**src/rtl/trap_commit_unit_pkg.sv**
```systemverilog
// Shared trap/return types: the writeback exception record, the commit FSM states,
// the mstatus update selector and the CSR addresses the commit unit writes.
package ExceptStruct;

    localparam int EXC_XLEN = 64;

    typedef struct packed {
        logic                except;
        logic [EXC_XLEN-1:0] epc;
        logic [EXC_XLEN-1:0] ecause;
        logic [EXC_XLEN-1:0] etval;
    } ExceptPack;

    typedef enum logic [2:0] {
        IDLE,
        W_EPC,
        W_CAUSE,
        W_TVAL,
        W_STATUS,
        R_STATUS,
        REDIR
    } trap_state_e;

    typedef enum logic [1:0] {
        OP_TRAP_M,
        OP_TRAP_S,
        OP_MRET,
        OP_SRET
    } status_op_e;

    localparam logic [1:0] PRIV_U   = 2'b00;
    localparam logic [1:0] PRIV_S   = 2'b01;
    localparam logic [1:0] PRIV_M   = 2'b11;

    localparam logic [1:0] RET_SRET = 2'b01;
    localparam logic [1:0] RET_MRET = 2'b10;

    localparam logic [11:0] CSR_SSTATUS = 12'h100;
    localparam logic [11:0] CSR_SEPC    = 12'h141;
    localparam logic [11:0] CSR_SCAUSE  = 12'h142;
    localparam logic [11:0] CSR_STVAL   = 12'h143;
    localparam logic [11:0] CSR_MSTATUS = 12'h300;
    localparam logic [11:0] CSR_MEPC    = 12'h341;
    localparam logic [11:0] CSR_MCAUSE  = 12'h342;
    localparam logic [11:0] CSR_MTVAL   = 12'h343;

endpackage

```
**src/rtl/trap_status_calc.sv**
```systemverilog
// Combinational mstatus rewrite for trap entry (to M or S) and for mret/sret.
module trap_status_calc
    import ExceptStruct::*;
#(
    parameter int XLEN = 64
) (
    input  logic [XLEN-1:0] mstatus,
    input  status_op_e      op,
    input  logic [1:0]      prev_priv,
    output logic [XLEN-1:0] status_next
);

    always_comb begin
        // NOTE: every comb output gets a default before the case so no path can infer a latch.
        status_next = mstatus;
        unique case (op)
            OP_TRAP_M: begin
                status_next[7]     = mstatus[3];
                status_next[3]     = 1'b0;
                status_next[12:11] = prev_priv;
            end
            OP_TRAP_S: begin
                status_next[5] = mstatus[1];
                status_next[1] = 1'b0;
                status_next[8] = prev_priv[0];
            end
            OP_MRET: begin
                status_next[3]     = mstatus[7];
                status_next[7]     = 1'b1;
                status_next[12:11] = 2'b00;
            end
            OP_SRET: begin
                status_next[1] = mstatus[5];
                status_next[5] = 1'b1;
                status_next[8] = 1'b0;
            end
        endcase
    end

endmodule

```
**src/rtl/trap_commit_unit.sv**
```systemverilog
// Commit-stage trap/return sequencer: serialises the CSR writes of a trap or xRET
// one per cycle, then redirects fetch and updates the privilege level.
module trap_commit_unit
    import ExceptStruct::*;
#(
    parameter int XLEN = 64
) (
    input  logic            clk,
    input  logic            rst,
    input  ExceptPack       except_wb,
    input  logic            valid_wb,
    input  logic [1:0]      ret_wb,
    input  logic [1:0]      priv,
    input  logic [XLEN-1:0] medeleg,
    input  logic [XLEN-1:0] mstatus,
    input  logic [XLEN-1:0] mtvec,
    input  logic [XLEN-1:0] stvec,
    input  logic [XLEN-1:0] mepc,
    input  logic [XLEN-1:0] sepc,
    output logic            csr_we,
    output logic [11:0]     csr_addr,
    output logic [XLEN-1:0] csr_wdata,
    output logic            redirect_valid,
    output logic [XLEN-1:0] redirect_pc,
    output logic            flush,
    output logic            busy,
    output logic            priv_we,
    output logic [1:0]      priv_next
);

    trap_state_e     state;
    logic [XLEN-1:0] epc_q, ecause_q, etval_q;
    logic [1:0]      priv_q, old_pp_q;
    logic            is_trap_q, to_s_q, is_mret_q;

    logic            take_trap, take_ret, deleg_s;
    status_op_e      status_op;
    logic [XLEN-1:0] status_next;
    logic [XLEN-1:0] tvec;

    assign take_trap = valid_wb && except_wb.except;
    assign take_ret  = valid_wb && !except_wb.except && (ret_wb == RET_SRET || ret_wb == RET_MRET);
    // Interrupt causes (top bit set) and traps taken in M never delegate.
    assign deleg_s   = (priv != PRIV_M) && !except_wb.ecause[XLEN-1]
                       && medeleg[except_wb.ecause[5:0]];

    assign status_op = is_trap_q ? (to_s_q ? OP_TRAP_S : OP_TRAP_M)
                                 : (is_mret_q ? OP_MRET : OP_SRET);
    assign tvec      = to_s_q ? stvec : mtvec;

    trap_status_calc #(.XLEN(XLEN)) u_status_calc (
        .mstatus     (mstatus),
        .op          (status_op),
        .prev_priv   (priv_q),
        .status_next (status_next)
    );

    // NOTE: sequential state uses non-blocking assignments so every register samples pre-edge values.
    always_ff @(posedge clk or negedge rst) begin
        if (!rst) begin
            state     <= IDLE;
            epc_q     <= '0;
            ecause_q  <= '0;
            etval_q   <= '0;
            priv_q    <= '0;
            old_pp_q  <= '0;
            is_trap_q <= 1'b0;
            to_s_q    <= 1'b0;
            is_mret_q <= 1'b0;
        end else begin
            unique case (state)
                IDLE: begin
                    if (take_trap) begin
                        epc_q     <= except_wb.epc[XLEN-1:0];
                        ecause_q  <= except_wb.ecause[XLEN-1:0];
                        etval_q   <= except_wb.etval[XLEN-1:0];
                        priv_q    <= priv;
                        is_trap_q <= 1'b1;
                        to_s_q    <= deleg_s;
                        state     <= W_EPC;
                    end else if (take_ret) begin
                        priv_q    <= priv;
                        is_trap_q <= 1'b0;
                        is_mret_q <= (ret_wb == RET_MRET);
                        state     <= R_STATUS;
                    end
                end
                W_EPC:    state <= W_CAUSE;
                W_CAUSE:  state <= W_TVAL;
                W_TVAL:   state <= W_STATUS;
                W_STATUS: state <= REDIR;
                R_STATUS: begin
                    // Capture the previous-privilege field before the status write lands.
                    old_pp_q <= is_mret_q ? mstatus[12:11] : {1'b0, mstatus[8]};
                    state    <= REDIR;
                end
                REDIR:    state <= IDLE;
                default:  state <= IDLE;
            endcase
        end
    end

    always_comb begin
        csr_we         = 1'b0;
        csr_addr       = '0;
        csr_wdata      = '0;
        redirect_valid = 1'b0;
        redirect_pc    = '0;
        priv_we        = 1'b0;
        priv_next      = '0;
        case (state)
            W_EPC: begin
                csr_we    = 1'b1;
                csr_addr  = to_s_q ? CSR_SEPC : CSR_MEPC;
                csr_wdata = epc_q;
            end
            W_CAUSE: begin
                csr_we    = 1'b1;
                csr_addr  = to_s_q ? CSR_SCAUSE : CSR_MCAUSE;
                csr_wdata = ecause_q;
            end
            W_TVAL: begin
                csr_we    = 1'b1;
                csr_addr  = to_s_q ? CSR_STVAL : CSR_MTVAL;
                csr_wdata = etval_q;
            end
            W_STATUS, R_STATUS: begin
                csr_we    = 1'b1;
                csr_addr  = (status_op == OP_TRAP_S || status_op == OP_SRET) ? CSR_SSTATUS
                                                                             : CSR_MSTATUS;
                csr_wdata = status_next;
            end
            REDIR: begin
                redirect_valid = 1'b1;
                priv_we        = 1'b1;
                if (is_trap_q) begin
                    redirect_pc = tvec & ~XLEN'(3);
                    priv_next   = to_s_q ? PRIV_S : PRIV_M;
                end else begin
                    redirect_pc = is_mret_q ? mepc : sepc;
                    priv_next   = old_pp_q;
                end
            end
            default: ;
        endcase
    end

    assign busy  = (state != IDLE);
    assign flush = busy;

endmodule

```
**config.mk**
```make
export PLATFORM = sky130hd
export DESIGN_NAME = trap_commit_unit
export DESIGN_NICKNAME = d
export VERILOG_FILES = /design/src/rtl/trap_commit_unit_pkg.sv /design/src/rtl/trap_status_calc.sv /design/src/rtl/trap_commit_unit.sv
export SDC_FILE = /design/constraint.sdc
export NUM_CORES = 1
export LEC_CHECK = 0
export CAP_MARGIN = 30
export CORE_AREA = 2 2 287 289
export CTS_CLUSTER_DIAMETER = 100
export DETAILED_ROUTE_END_ITERATION = 10
export DIE_AREA = 0 0 289 291
export GPL_ROUTABILITY_DRIVEN = 0
export PLACE_DENSITY = 0.43
export REMOVE_ABC_BUFFERS = 1
export SLEW_MARGIN = 20
export SYNTH_ARGS = -nofsm -noshare
export SYNTH_HDL_FRONTEND = slang
export SYNTH_HIERARCHICAL = 1
export SYNTH_SLANG_ARGS = --single-unit
```
**constraint.sdc**
```tcl
create_clock -name clk -period 4.6 [get_ports clk]
set_input_delay 0.69 -clock clk [delete_from_list [all_inputs] [get_ports clk]]
set_output_delay 0.69 -clock clk [all_outputs]
set_load 0.005 [all_outputs]
```
==> summary.md, run 1 <==
| Metric | Value |
|---|---|
| Most area-consuming cells after synthesis | `dfrtp_1 (41%), nand2_1 (20%), a22oi_1 (7.8%)` |
| Largest net degree at the start of global routing | `130` |
| Fin crit share | `90.32%` |
| Final global-route overflow total | `0` |
| Die W | `289 microns` |
| Worst path max stage delay | `620 ps` |
| Synth Area in Simple Gates | `24.55%` |
| Final WL | `69270 microns` |
| YS warnings | `6` |
| DRC Markers | `0` |
| Synth Flop Type | `dfrtp_1` |
| First DRT Iteration DRCs | `666` |
| Clock Latency Late Sink | `570 ps` |
| DRT Pass-1 Iters | `5` |
| Max stage delay cell, worst path | `dfrtp_4` |
| Psw | `4.044 mW` |
| Die Height | `291 microns` |
| Total CTS buffers | `27` |
| Area share of the largest cell type after synthesis | `40.85%` |
| Crit path arrival time | `3460 ps` |
| CTS tree | `built` |
| Syn-to-layout area delta | `70.25%` |
| Crit Path Class | `register to output pin` |
| Sequential cell area fraction in the yosys report | `40.85%` |
| Seq pwr share | `30.3%` |
| Final worst clock skew | `11.79 ps` |
| Adder-cell share of the synthesized area | `0.1011%` |
| Total number of vias | `13280` |
| Final hold viol count | `0` |
| Setup bufs post-CTS | `0` |
| Max capacitance violation total | `0` |
| Part of the power in combinational logic | `50.2%` |
| Power Density | `488.7 nW/um^2` |
| Min-Delay Path Class | `primary input to asynchronous set/reset pin` |
| Multiplexer share of the synthesized area | `9.757%` |
| Post-Synthesis Cells | `1508` |
| CTS resizes | `0` |
| Max-slew violations | `0` |
| Asr flop ratio synth | `100.0%` |
| Dpl cell area | `20210 sq um` |
| Fin util | `25.95%` |
| Cell taking the most area after synthesis | `dfrtp_1` |
| Starting density of the core | `15.24%` |
| Post-Synth XOR/XNOR Area | `0%` |
| Sw frac | `39.28%` |
| Drt via density | `4.147` |
| CP max FO | `29` |
| Leak | `8.901 nW` |
| Required @ worst endpoint | `3910 ps` |
| Fraction of layout cells with a size suffix above 1 | `4.338%` |
| RSZ-0062 raised after global routing | `false` |
| CTS H-tree lvls | `1` |
| Startpoint types | `register` |
| Critical-path cell list | `inv_1, nor2_1, a21oi_1, buf_4, o21ai_0, a22oi_1, nand2_1, clkdlybuf4s50_1` |
| Die ar. | `84100 sq um` |
| Synth cell types | `41` |
| Hold_buf cts | `0` |
| Initial antenna violation count | `39` |
| Top Ports | `731` |
| Fillers | `8778` |
| Port buffer count | `719` |
| Post-DRT Antenna Nets | `0` |
| Cell area after layout | `21070 sq um` |
| Num rows | `105` |
| EDFF count, synth | `0` |
| #FFs+latches synth | `202` |
| Slew Limit Headroom | `37.14%` |
| Largest family of logic cells by synthesized area | `simple AND/OR/NAND/NOR gates` |
| Net count, final | `2687` |
| Clk buf depth | `3` |
| Slew at the pin closest to its max-slew limit | `942.8 ps` |
| Fmax | `0.2407 GHz` |
| Sink Count | `202` |
| Synthesized cell area | `12370 sq um` |
| Clock power frac | `19.6%` |
| Status | `completed` |
| Final setup viols | `0` |
| Crit. End Element | `output pin` |
| First-pass GRT wire length | `97170 microns` |
| Max IR drop VDD | `0.2972 mV` |
| Synthesized area per cell | `8.206 sq um` |
| Compound-Gate Fraction of Synth Area | `16.15%` |
| Final Power | `10.30 mW` |
| Int Power | `6.251 mW` |
| Drt wl/cell | `21.63 microns` |
| Tmin final | `4155 ps` |
| All-layer global routing usage | `15.69%` |
| Core Area | `81190 sq um` |
| Root buf cell | `clkbuf_16` |
| Vias in the first global route | `13880` |
| HPWL after DPL | `54440 microns` |
| Worst-path clk slew | `60 ps` |
==> routing by layer <==
layer	vias up	GRT usage, %	routed length, microns
met5	-	0	92
met4	12	7.116	3718
met3	139	4.240	5297
met2	550	28.47	34950
met1	6323	16.76	25210
li1	6256	-	-
==> final timing paths <==
path,startpoint,endpoint,slack (ps),cells past startpoint
worst max-delay path,is_trap_q$_DFFE_PN0P_,csr_wdata[3],450,8
worst min-delay path,rst,epc_q[24]$_DFFE_PN0P_,210,1
worst max register to register,state[2]$_DFFE_PN0P_,to_s_q$_DFFE_PN0P_,1780,5
worst min register to register,ecause_q[14]$_DFFE_PN0P_,ecause_q[14]$_DFFE_PN0P_,470,2
max in group asynchronous,rst,ecause_q[42]$_DFFE_PN0P_,3220,2
min in group clk,ecause_q[14]$_DFFE_PN0P_,ecause_q[14]$_DFFE_PN0P_,470,2
==> cell usage after synthesis (2+ instances only) <==
cell type,count
clkbuf_1,71
nor2_1,11
dfrtp_1,202
nor3_1,3
mux4_1,12
mux2_2,3
a21oi_1,5
buf_6,3
o21ai_0,5
nand4_1,2
buf_1,23
mux2i_1,70
nand2_1,654
nor2b_1,67
buf_2,19
inv_1,7
buf_4,66
a22oi_1,128
mux4_2,7
a211oi_1,125
clkbuf_8,3
nand2b_1,3
==> stage by stage <==
stage	setup WS, ps	hold WS (ps)	instances	setup TNS, ps
after floorplan	-421.8	394.4	1328	-27470
after global placement	1058	459.7	3143	0
after detailed placement	995.5	462.6	3143	0
after CTS	344.4	227.0	3191	0
after global routing	264.8	263.7	3199	0
final	445.2	210.8	3202	0
==> state kept, by name (all words and copies together), names as in the netlist <==
register / cells
is_trap_q: 1
priv_q: 2
ecause_q: 64
etval_q: 64
to_s_q: 1
epc_q: 64
old_pp_q: 2
state: 3
is_mret_q: 1
==> worst max-delay path, delay by kind of cell, from the launching register on <==
kind / cells / cell delay (ps)
flip-flops: 1 / 620
AO/OA/AOI/OAI: 3 / 960
buffers and inverters: 3 / 1080
AND/OR/NAND/NOR: 2 / 230
==> power by group through the flow <==
stage / combinational (mW) / sequential, mW / clock, mW
2_1_floorplan: 2.27 / 3.19 / 0
3_3_place_gp: 5.19 / 3.12 / 0
3_5_place_dp: 5.22 / 3.15 / 0
4_1_cts: 5.25 / 3.13 / 2.11
5_1_grt: 5.68 / 3.23 / 2.18
6_report: 5.16 / 3.12 / 2.01
==> layout make-up <==
class / instances / area, sq um / area share [%]
clock buffers: 38 / 757.0 / 3.593
multi-input cells: 1119 / 6317 / 29.99
flip-flops and latches: 202 / 5066 / 24.05
diodes: 11 / 27.53 / 0.1307
repair buffers: 745 / 7460 / 35.41
clock inverters: 10 / 75.07 / 0.3563
well taps: 1070 / 1339 / 6.355
inverters: 7 / 26.28 / 0.1247
==> cell families (layout without fill, tap and decap cells) <==
kind of cell               count (synthesis)  count (layout)
adders and majority gates                  1               1
muxes                                     92              92
DFF                                      202             202
buffers and inverters                    193             800
AOI/OAI and AO/OA                        269             269
and+or+nand+nor                          750             750
other                                      1              18
==> cell usage in the layout (no fill, tap or decap), drive strengths merged, types with 2 or more instances in the layout <==
master | netlist | layout
nand2 | 654 | 654
mux2 | 3 | 3
buf | 112 | 27
nor2b | 67 | 67
inv | 7 | 9
conb | 1 | 7
nand2b | 3 | 3
clkbuf | 74 | 38
o21ai | 6 | 6
nand3 | 2 | 2
a211oi | 125 | 125
dfrtp | 202 | 202
nand4 | 2 | 2
clkdlybuf4s50 | 0 | 718
nor3 | 4 | 4
mux4 | 19 | 19
diode | 0 | 11
a22oi | 128 | 128
a21oi | 6 | 6
clkinv | 0 | 7
mux2i | 70 | 70
nor2 | 12 | 12
Power figures use the tool's default switching activity.
==> run 2: changes to the inputs <==
--- a/config.mk
+++ b/config.mk
@@ -12,7 +12,6 @@
 export DIE_AREA = 0 0 289 291
 export GPL_ROUTABILITY_DRIVEN = 0
 export PLACE_DENSITY = 0.43
-export REMOVE_ABC_BUFFERS = 1
 export SLEW_MARGIN = 20
 export SYNTH_ARGS = -nofsm -noshare
 export SYNTH_HDL_FRONTEND = slang
==> run 2 against run 1 <==
Global-route usage up 1.8 points; largest cell class unchanged; critical path depth up 1; die area unchanged; cell count up 0.59%; clock skew up 2.8 ps; final area up 1.1%; largest power group unchanged; sequential power up 3%; clock power up 8%; sequential share of layout area down 0.26 points.
==> summary.md, run 2 (synthesis results as in run 1) <==
| Metric | Value |
|---|---|
| All-layer global routing usage | `17.52% (+1.8 points)` |
| CTS H-tree lvls | `1 (unchanged)` |
| Fin crit share | `92.13% (+1.8 points)` |
| Post-DRT Antenna Nets | `0 (unchanged)` |
| Hold_buf cts | `0 (unchanged)` |
| Net count, final | `2690 (+0.11%)` |
| CTS tree | `built` |
| Final hold viol count | `0 (unchanged)` |
| Total CTS buffers | `28 (+3.7%)` |
| Status | `completed` |
| Vias in the first global route | `14150 (+1.9%)` |
| Tmin final | `4238 ps (+83.19 ps)` |
| Max capacitance violation total | `0 (unchanged)` |
| Slew at the pin closest to its max-slew limit | `934.5 ps (-8.324 ps)` |
| DRT Pass-1 Iters | `5 (unchanged)` |
| Slew Limit Headroom | `37.70% (+0.55 points)` |
| Largest registers | `ecause_q x64, epc_q x64, etval_q x64` |
| Drt wl/cell | `24.09 microns (+11%)` |
| Leak | `8.979 nW (+0.89%)` |
| Setup WS post-layout | `362.0 ps (-83.19 ps)` |
| Power Density | `496.9 nW/um^2 (+1.7%)` |
| CP max FO | `45 (+55%)` |
| Die ar. | `84100 sq um (unchanged)` |
| Fraction of layout cells with a size suffix above 1 | `4.751% (+0.41 points)` |
| Dpl cell area | `20310 sq um (+0.49%)` |
| Final hold slack | `201.3 ps (-9.508 ps)` |
| Die W | `289 microns (unchanged)` |
| Clk buf depth | `3 (unchanged)` |
| RSZ-0062 raised after global routing | `false` |
| Port buffer count | `719 (unchanged)` |
| Min-Delay Path Class | `primary input to asynchronous set/reset pin` |
| Worst-path clk slew | `60 ps (about the same)` |
| Die Height | `291 microns (unchanged)` |
| Root buf cell | `clkbuf_16` |
| Worst Setup Slack post-DPL | `928.2 ps (-67.35 ps)` |
| Fin Setup TNS | `0 ps (unchanged)` |
| CTS resizes | `0 (unchanged)` |
| Num rows | `105 (unchanged)` |
| Fin util | `26.24% (+0.29 points)` |
| Max-slew violations | `0 (unchanged)` |
| Starting density of the core | `15.24% (unchanged)` |
| Top Ports | `731 (unchanged)` |
| DRC Markers | `0 (unchanged)` |
| Crit Path Class | `register to output pin` |
| First-pass GRT wire length | `105400 microns (+8.4%)` |
| First DRT Iteration DRCs | `638 (-4.2%)` |
| Final WL | `77600 microns (+12%)` |
| Max IR drop VDD | `0.2696 mV (-9.3%)` |
| Required @ worst endpoint | `3910 ps (about the same)` |
| Crit. End Element | `output pin` |
| Largest net degree at the start of global routing | `106 (-18%)` |
| HPWL after DPL | `61190 microns (+12%)` |
| Drt via density | `4.209 (+1.5%)` |
| Crit path arrival time | `3550 ps (+90 ps)` |
| Setup bufs post-CTS | `0 (unchanged)` |
| Startpoint types | `register` |
| Core Area | `81190 sq um (unchanged)` |
| Clock Latency Late Sink | `570 ps (about the same)` |
| Total number of vias | `13560 (+2.1%)` |
| Final global-route overflow total | `0 (unchanged)` |
| Final worst clock skew | `14.64 ps (+2.844 ps)` |
| Most frequent cells in the layout | `clkdlybuf4s50_1 (718), nand2_1 (654), dfrtp_1 (199)` |
| Syn-to-layout area delta | `72.13%` |
| Fmax | `0.2360 GHz (-2.0%)` |
| Cell area after layout | `21300 sq um (+1.1%)` |
| Final setup viols | `0 (unchanged)` |
| Sink Count | `202 (unchanged)` |
| Initial antenna violation count | `70 (+79%)` |
| Commonest non-fill, non-tap cell in the layout | `clkdlybuf4s50_1` |
==> run 2: where the power goes <==
part | switching, mW | total (mW) | internal, mW
combinational | 2.65 | 5.20 | 2.55
clock | 0.901 | 2.17 | 1.27
sequential | 0.610 | 3.21 | 2.60
total | 4.16 | 10.6 | 6.42
==> run 2: through the flow <==
stage          total power, mW  std cells
2_1_floorplan            5.558       1514
3_3_place_gp             8.436       3144
3_5_place_dp             8.514       3144
4_1_cts                  10.79       3195
5_1_grt                  11.36       3216
6_report                 10.58       3221
==> run 2: final cells by class <==
cell class,count,area (sq um)
Sequential cell,202,5066
Tap cell,1070,1339
Timing Repair Buffer,747,7570
Multi-Input combinational cell,1119,6321
Antenna cell,25,62.56
Clock buffer,41,850.8
Fill cell,8774,59890
Clock inverter,10,65.06
Inverter,7,26.28
==> run 2: critical path, stage by stage (launching register included) <==
cell             delay (ps)
dfrtp_4                 670
inv_1                   450
nor2_1                  140
a21oi_2                 490
buf_4                   270
nand3_1                  90
o21ai_2                 110
a22oi_1                 100
nand2_1                  90
clkdlybuf4s50_1         550
==> run 2: layer usage <==
layer / track usage [%] / wire length [microns] / vias up
met5: 0 / 181 / -
met4: 9.190 / 3984 / 28
met3: 5.274 / 6148 / 177
met2: 33.13 / 41000 / 574
met1: 16.82 / 26290 / 6495
li1: - / - / 6283
==> run 2: final timing paths <==
path / start / to / slack, ps / depth (start not counted)
worst max-delay path: is_trap_q$_DFFE_PN0P_ / csr_wdata[1] / 360 / 9
min in group clk: etval_q[1]$_DFFE_PN0P_ / etval_q[1]$_DFFE_PN0P_ / 470 / 2
worst min register to register: etval_q[1]$_DFFE_PN0P_ / etval_q[1]$_DFFE_PN0P_ / 470 / 2
max in group asynchronous: rst / epc_q[29]$_DFFE_PN0P_ / 3480 / 2
worst min-delay path: rst / epc_q[44]$_DFFE_PN0P_ / 200 / 1
worst max register to register: state[2]$_DFFE_PN0P_ / to_s_q$_DFFE_PN0P_ / 1880 / 5
==> run 3: changes to the inputs <==
--- a/config.mk
+++ b/config.mk
@@ -11,6 +11,7 @@
 export DETAILED_ROUTE_END_ITERATION = 10
 export DIE_AREA = 0 0 289 291
 export GPL_ROUTABILITY_DRIVEN = 0
+export GPL_TIMING_DRIVEN = 0
 export PLACE_DENSITY = 0.43
 export SLEW_MARGIN = 20
 export SYNTH_ARGS = -nofsm -noshare
==> run 3 against run 2 <==
Global-route usage up 2.4 points; sequential power is 4% lower; cell count up 3.6%; wire length up 13%; critical path type unchanged.
==> summary.md, run 3 (synthesis results as in run 1) <==
| Metric | Value |
|---|---|
| Status | `completed` |
| Net count, final | `2794 (+3.9%)` |
| Drt wl/cell | `26.27 microns (+9.0%)` |
| CTS tree | `built` |
| Die W | `289 microns (unchanged)` |
| Final Power | `10.88 mW (+2.8%)` |
| Setup WS post-layout | `236.9 ps (-125.1 ps)` |
| Crit Path Class | `register to output pin` |
| Final WL | `87690 microns (+13%)` |
| Final hold slack | `473.9 ps (+272.6 ps)` |
| Top Ports | `731 (unchanged)` |
| CP max FO | `19 (-58%)` |
| Startpoint types | `register` |
| Sink Count | `202 (unchanged)` |
| Final setup viols | `0 (unchanged)` |
| Fin Setup TNS | `0 ps (unchanged)` |
| Vias in the first global route | `15260 (+7.9%)` |
| Worst Setup Slack post-DPL | `-251.1 ps (-1179 ps)` |
| Max stage delay cell, worst path | `clkdlybuf4s50_1` |
| CTS H-tree lvls | `1 (unchanged)` |
| Fin crit share | `94.85% (+2.7 points)` |
| Root buf cell | `clkbuf_16` |
| WHS Path Cells | `2` |
| Clk buf depth | `3 (unchanged)` |
| Die Height | `291 microns (unchanged)` |
| Syn-to-layout area delta | `73.76%` |
| Fmax | `0.2292 GHz (-2.9%)` |
| Dpl cell area | `20470 sq um (+0.78%)` |
| Initial antenna violation count | `74 (+5.7%)` |
| Max IR drop VDD | `0.2727 mV (+1.2%)` |
| Die ar. | `84100 sq um (unchanged)` |
| Final global-route overflow total | `0 (unchanged)` |
| Max capacitance violation total | `0 (unchanged)` |
| First-pass GRT wire length | `117700 microns (+12%)` |
| Slew at the pin closest to its max-slew limit | `934.5 ps (+0.001550 ps)` |
| Final Instance Count excl. Fillers | `3338 (+3.6%)` |
| Largest net degree at the start of global routing | `86 (-19%)` |
| Min-Delay Path Class | `register to register` |
| Final worst clock skew | `9.647 ps (-4.988 ps)` |
| First DRT Iteration DRCs | `847 (+33%)` |
| Most frequent cells in the layout | `clkdlybuf4s50_1 (660), nand2_1 (654), dfrtp_1 (202)` |
| Crit. End Element | `output pin` |
| Placed insts | `3251 (+3.4%)` |
| Crit path arrival time | `3670 ps (+120 ps)` |
| Total CTS buffers | `29 (+3.6%)` |
| RSZ-0062 raised after global routing | `false` |
| Core Area | `81190 sq um (unchanged)` |
| Port buffer count | `661 (-8.1%)` |
| Worst Reg-to-Reg Cells | `8 (+3)` |
| Cell area after layout | `21500 sq um (+0.95%)` |
| Starting density of the core | `15.24% (unchanged)` |
| Total number of vias | `14240 (+5.0%)` |
| Fin util | `26.48% (+0.25 points)` |
| Critical-path cell list | `clkbuf_2, clkbuf_4, a21oi_1, buf_6, o21ai_0, a22oi_1, nand2_1, clkdlybuf4s50_1` |
| Num rows | `105 (unchanged)` |
| Tmin final | `4363 ps (+125.1 ps)` |
| DRC Markers | `0 (unchanged)` |
| Post-DRT Antenna Nets | `0 (unchanged)` |
| Worst path max stage delay | `550 ps (-120 ps)` |
| Max-slew violations | `0 (unchanged)` |
| Fraction of layout cells with a size suffix above 1 | `7.806% (+3.1 points)` |
| DRT Pass-1 Iters | `5 (unchanged)` |
| Setup bufs post-CTS | `0 (unchanged)` |
| Largest registers | `ecause_q x64, epc_q x64, etval_q x64` |
| Commonest non-fill, non-tap cell in the layout | `clkdlybuf4s50_1` |
| Power Density | `506.0 nW/um^2 (+1.8%)` |
| HPWL after DPL | `73070 microns (+19%)` |
| Clock Latency Late Sink | `580 ps (about the same)` |
| Required @ worst endpoint | `3910 ps (about the same)` |
| All-layer global routing usage | `19.96% (+2.4 points)` |
| Slew Limit Headroom | `37.70% (about the same)` |
| Drt via density | `4.265 (+1.3%)` |
| Worst-path clk slew | `60 ps (about the same)` |
| Final hold viol count | `0 (unchanged)` |
| Leak | `9.236 nW (+2.9%)` |
[run 3: what timing repair did]
item                       in CTS  in global routing
resized for setup              13                  1
hold endpoints to repair       32                  0
hold buffers                    1                  0
setup endpoints to repair      49                 18
[run 3: worst paths after layout]
kind                                  startpoint                      end  slack [ps]
hold reg to reg            epc_q[27]$_DFFE_PN0P_    epc_q[27]$_DFFE_PN0P_         470
max in group asynchronous                    rst  etval_q[10]$_DFFE_PN0P_        3210
setup reg to reg            state[2]$_DFFE_PN0P_    epc_q[11]$_DFFE_PN0P_        1920
hold / removal             epc_q[27]$_DFFE_PN0P_    epc_q[27]$_DFFE_PN0P_         470
setup / recovery           is_mret_q$_DFFE_PN0P_             csr_wdata[3]         240
min in group asynchronous                    rst  etval_q[47]$_DFFE_PN0P_         560
[run 3: layer usage]
| layer | track usage (%) | routed length, microns |
|---|---|---|
| met4 | 11.77 | 5231 |
| met1 | 19.52 | 29900 |
| met3 | 5.893 | 6761 |
| met5 | 0 | 166 |
| met2 | 36.78 | 45630 |
[run 3: final cells by class]
cell class	instances	area [sq um]
plain buffers	182	1047
multi-input cells	1119	6285
well taps	1070	1339
diodes	39	97.59
repair buffers	668	6739
inverters	7	26.28
flip-flops and latches	202	5055
fillers	8817	59690
clock inverters	15	131.4
clock buffers	36	782.0
[run 3: where the power goes]
part / internal (mW) / switching [mW]
sequential: 2.60 / 0.484
combinational: 2.56 / 3.05
clock: 1.26 / 0.935
[run 3: worst max-delay path: cells and delay by family (launching register included)]
family | cells | cell delay, ps
buf+inv | 4 | 1500
compound gates | 3 | 1000
flops | 1 | 430
simple gates | 1 | 150
